[src/rtl/softmax_backward.sv]
// Softmax backward pass: dx[i] = y[i] * (g[i] - sum_j y[j]*g[j]).
// Serial datapath, one MAC per cycle for the dot product then one element per cycle.
module softmax_backward #(
  parameter int WIDTH             = 16,
  parameter int DIMENSION         = 10,
  parameter int FIXED_POINT_INDEX = 8
) (
  input  logic                              clk,
  input  logic                              reset,
  input  logic                              start,
  input  logic [DIMENSION-1:0][WIDTH-1:0]   y_data,
  input  logic [DIMENSION-1:0][WIDTH-1:0]   grad_in,
  output logic [DIMENSION-1:0][WIDTH-1:0]   grad_out,
  output logic                              busy,
  output logic                              done
);

  localparam int IW   = (DIMENSION > 1) ? $clog2(DIMENSION) : 1;
  localparam int ACCW = 2*WIDTH + IW + 1;
  localparam logic [IW-1:0] LAST = IW'(DIMENSION-1);

  localparam logic signed [ACCW-1:0] MAXV =
    {{(ACCW-WIDTH+1){1'b0}}, {(WIDTH-1){1'b1}}};
  localparam logic signed [ACCW-1:0] MINV =
    {{(ACCW-WIDTH+1){1'b1}}, {(WIDTH-1){1'b0}}};

  typedef enum logic [1:0] {
    IDLE, DOT, SCALE, DONE
  } state_t;

  state_t                            state_q;
  logic [IW-1:0]                     idx_q;
  logic signed [ACCW-1:0]            acc_q;
  logic signed [WIDTH-1:0]           s_q;
  logic [DIMENSION-1:0][WIDTH-1:0]   y_q;
  logic [DIMENSION-1:0][WIDTH-1:0]   g_q;
  logic [DIMENSION-1:0][WIDTH-1:0]   grad_q;
  logic                              done_q;

  logic signed [WIDTH-1:0]           y_e;
  logic signed [WIDTH-1:0]           g_e;
  logic signed [2*WIDTH-1:0]         prod;
  logic signed [ACCW-1:0]            acc_d;
  logic signed [WIDTH:0]             diff;
  logic signed [2*WIDTH:0]           sprod;

  function automatic logic [WIDTH-1:0] sat(
    input logic signed [ACCW-1:0] v
  );
    logic [WIDTH-1:0] r;
    if (v > MAXV)      r = MAXV[WIDTH-1:0];
    else if (v < MINV) r = MINV[WIDTH-1:0];
    else               r = v[WIDTH-1:0];
    return r;
  endfunction

  assign y_e   = $signed(y_q[idx_q]);
  assign g_e   = $signed(g_q[idx_q]);
  assign prod  = y_e * g_e;
  assign acc_d = acc_q + ACCW'(prod);
  // Difference kept one bit wider so g - S never wraps.
  assign diff  = {g_e[WIDTH-1], g_e} - {s_q[WIDTH-1], s_q};
  assign sprod = y_e * diff;

  always_ff @(posedge clk) begin
    if (reset) begin
      state_q <= IDLE;
      idx_q   <= '0;
      acc_q   <= '0;
      s_q     <= '0;
      y_q     <= '0;
      g_q     <= '0;
      grad_q  <= '0;
      done_q  <= 1'b0;
    end else begin
      done_q <= 1'b0;
      unique case (state_q)
        IDLE: begin
          if (start) begin
            y_q     <= y_data;
            g_q     <= grad_in;
            acc_q   <= '0;
            idx_q   <= '0;
            state_q <= DOT;
          end
        end
        DOT: begin
          acc_q <= acc_d;
          if (idx_q == LAST) begin
            s_q     <= sat(acc_d >>> FIXED_POINT_INDEX);
            idx_q   <= '0;
            state_q <= SCALE;
          end else begin
            idx_q <= idx_q + 1'b1;
          end
        end
        SCALE: begin
          grad_q[idx_q] <= sat(ACCW'(sprod >>> FIXED_POINT_INDEX));
          if (idx_q == LAST) begin
            idx_q   <= '0;
            done_q  <= 1'b1;
            state_q <= DONE;
          end else begin
            idx_q <= idx_q + 1'b1;
          end
        end
        DONE: begin
          state_q <= IDLE;
        end
        default: begin
          state_q <= IDLE;
        end
      endcase
    end
  end

  assign grad_out = grad_q;
  assign done     = done_q;
  assign busy     = (state_q == DOT) || (state_q == SCALE);

endmodule

[config.mk]
export PLATFORM = sky130hd
export DESIGN_NAME = softmax_backward
export DESIGN_NICKNAME = d
export VERILOG_FILES = /design/src/rtl/softmax_backward.sv
export SDC_FILE = /design/constraint.sdc
export NUM_CORES = 2
export LEC_CHECK = 0
export BUFFER_PORTS_ARGS = -buffer_cell sky130_fd_sc_hd__buf_4
export CORE_MARGIN = 2
export CORE_UTILIZATION = 66
export CTS_BUF_LIST = sky130_fd_sc_hd__clkbuf_16
export DETAILED_ROUTE_END_ITERATION = 10
export PLACE_DENSITY = 0.95
export SETUP_SLACK_MARGIN = 0.4
export SYNTH_ARGS = -nofsm -noshare
export SYNTH_HDL_FRONTEND = slang
export SYNTH_SLANG_ARGS = --single-unit
[constraint.sdc]
create_clock -name clk -period 33.8 [get_ports clk]
set_input_delay 3.38 -clock clk [delete_from_list [all_inputs] [get_ports clk]]
set_output_delay 3.38 -clock clk [all_outputs]
set_load 0.005 [all_outputs]
==> results.yml <==
route:
  wl_um: 152000
  detail_route.wl_per_cell_um: 23.6
  detailedRoute.firstIterationViolations: 5794
  routed-via-count: 41400
  drt.antenna.violating_nets: 0
  route.detailed.vias_per_inst: 6.44
  drt-pass1-iter-count: 9
  route.detailed.drc: 0
finish:
  syn_to_final_growth_pct: 13.0
  fin_util_pct: 75.5
  finalNetCount: 6605
  drive_gt1_share_pct: 13.4
  fillers: 4264
logic_synthesis:
  synth-async-reset-ratio_pct: 0
  synth_cell_types: 83
  synth_seq_area_share_pct: 24.1
  yosysWarnings: 0
  mappedNetlistArea_um2: 44900
  yosysMostFrequentCell: "sky130_fd_sc_hd__nand2_1"
  synth_edf_count: 0
  syn-instance-count: 5184
  netlist_top_cells_area: "sky130_fd_sc_hd__fa_1 (26%), sky130_fd_sc_hd__dfxtp_1 (24%), sky130_fd_sc_hd__nand2_1 (8.6%), sky130_fd_sc_hd__ha_1 (5.8%), sky130_fd_sc_hd__inv_1 (5.7%)"
  yosys.area.top_type: "sky130_fd_sc_hd__fa_1"
  synth_top_cell_area_share_pct: 26.5
  syn_nets: 6310
  ys_seq_elements: 540
  synth_common_cells: "sky130_fd_sc_hd__nand2_1 (1028), sky130_fd_sc_hd__inv_1 (681), sky130_fd_sc_hd__fa_1 (594)"
  synth_flop_cell: "sky130_fd_sc_hd__dfxtp_1"
  syn-mean-instance-area_um2: 8.67
clocking:
  cts_hold_buf: 0
  clkLatencyLatePin_ps: 640
  cts_repair_resize_count: 0
  postCtsSetupRepairBufs: 0
  htree_levels: 2
  clock_sink_count: 540
  clock_tree_from_tritoncts: "yes"
  cts-root-to-sink-buffers: 3
  path_clk_slew_ps: 70
  cts.root.buffer_cell: "sky130_fd_sc_hd__clkbuf_16"
  number_of_buffers_added_by_the_clock_tree_synthesis_step: 52
floorplan:
  core_um2: 67300
  start_util_pct: 66.8
  die_area_um2: 70200
  num_io_pins: 485
  num_rows: 95
  fp.dieW_um: 265
  die_y_um: 265
critical_path:
  worst-endpoint-arrival_ps: 14840
  crit_end: "grad_out[130]$_SDFFE_PP0P_"
  path_max_fanout: 38
  ff2ff_path_depth: 42
  timing.critical_path.depth: 42
  worst_ep_required_time_ps: 34310
  setup.worst_path.class: "reg -> reg"
  max_stage_delay_ps: 820
  end_of_the_worst_register_to_register_path: "grad_out[130]$_SDFFE_PP0P_"
  r2r_slack_ps: 19470
  crit_path_start_kind: "register"
  crit_path_end_kind: "register"
  reg2reg_from: "idx_q[0]$_SDFFE_PP0P_"
  crit_family: "adder cells"
  crit_buf_inv: 9
  critical_path.most_common_cell: "sky130_fd_sc_hd__fa_1"
  crit_path_start: "idx_q[0]$_SDFFE_PP0P_"
  cpMaxStageDelayCell: "sky130_fd_sc_hd__dfxtp_4"
run_status:
  status: "finished, final reports clean"
sta:
  maxSlewHeadroom_pct: 7.48
  finalHoldViolCount: 0
  timing.final.crit_share_pct: 42.4
  hold_ws_ps: 454
  rsz_0062_raised_after_global_routing: "false"
  setup_tns_ps: 0
  period_minus_slack_ps: 14330
  timing.clock.skew_ps: 50.5
  setup_viol_count_final: 0
  finalMaxSlewViolations: 0
  transition_time_at_the_pin_with_the_least_slew_margin_ps: 1390
  max_freq_mhz: 69.8
worst_hold_path:
  timing.hold.worst.class: "reg -> reg"
global_routing:
  grt_use_total_pct: 42.9
  grt_antenna_before_repair: 24
  grt_remaining_overflow: 0
  first_global_vias: 42300
  maximum_number_of_pins_on_one_net_before_global_route_repair: 241
  grt_pass1_wl_um: 233000
placed_design:
  number_of_port_buffers: 484
  detailedPlacementHpwl_um: 111000
  finalWeightedCongestion: 1.04
job:
  drv.max_cap_violation_count: 0
## area by class of cell
type                       instances  area [um2]  share of cell area (%)
sequential                       540       10800                    21.3
multi-input combinational       3644       30400                    59.8
clock buffer                      53        1330                    2.61
inverter                         685        2570                    5.06
timing repair buffer             556        4190                    8.26
clock inverter                    44         343                   0.675
antenna                           26        65.1                   0.128
tap                              873        1090                    2.15
## stage by stage
stage / area [um2] / worst slack, ps / instances
finish: 50800 / 19470 / 6421
global route: 50800 / 18750 / 6417
CTS: 50700 / 19590 / 6395
detailed placement: 49100 / 19690 / 6298
global placement: 49100 / 20220 / 6298
floorplan: 44900 / 21310 / 5184
## registers in the layout, indices dropped and copies added (netlist names)
register,flops
g_q,160
s_q,16
done,1
acc_q,37
grad_out,160
idx_q,4
state_q,2
y_q,160
## placed cells by master (no fill, tap or decap), drive strengths merged, types with 15 or more instances in the layout
master and count:
o22a 15, inv 694, nor2b 23, a311oi 17
buf 556, diode 26, clkbuf 53, nor4 24
a22oi 50, dfxtp 540, nand4 15, xnor2 69
a21o 33, clkinv 31, o32ai 15, mux4 64
nand3 44, a211oi 108, fa 594, o21bai 23
a21oi 433, o41ai 23, o211ai 21, o31ai 17
o21a 15, nor2 405, ha 209, nand3b 27
nand2 1028, o22ai 27, and2 30, and3 15
nor3 48, mux2i 66, o21ai 55
## how the worst min path moves through the flow
stage                                       end                  start  cells past startpoint  slack, ps
after floorplan           y_q[144]$_SDFFE_PP0P_  y_q[144]$_SDFFE_PP0P_                      2        430
after global placement     g_q[57]$_SDFFE_PP0P_   g_q[57]$_SDFFE_PP0P_                      2        440
after detailed placement   y_q[35]$_SDFFE_PP0P_   y_q[35]$_SDFFE_PP0P_                      2        440
after CTS                 g_q[133]$_SDFFE_PP0P_  g_q[133]$_SDFFE_PP0P_                      2        450
after global routing       y_q[31]$_SDFFE_PP0P_   y_q[31]$_SDFFE_PP0P_                      2        470
final                     g_q[133]$_SDFFE_PP0P_  g_q[133]$_SDFFE_PP0P_                      2        450
## routing by layer
layer	routed length, um	part of all wire [%]	up-vias	global-route usage [%]
li1	-	-	17400	-
met1	50700	33	19800	51.8
met2	68300	45	3180	66.8
met3	18800	12	937	11.2
met4	13900	9.2	0	31.5
met5	0	0	-	0
## logic make-up (layout without fill, tap and decap cells)
group	Yosys count	count (layout)	share of synthesized area [%]
and+or+nand+nor	1702	1702	15.6
buffers and inverters	1000	1338	8.50
AOI/OAI and AO/OA	925	925	13.2
adders and majority gates	803	803	32.3
DFF	540	540	24.1
muxes	132	132	4.73
xor gates and xnor gates	82	82	1.60
other	0	26	0
## tightest hold or removal path, cell delays in order (launching register included)
cell and delay (ps):
sky130_fd_sc_hd__dfxtp_1 300, sky130_fd_sc_hd__nand2_1 50, sky130_fd_sc_hd__a21oi_1 50
Power is left out: the tool's default activity adds up to more than one toggle a clock period on the data nets, which glitch-free logic cannot reach.
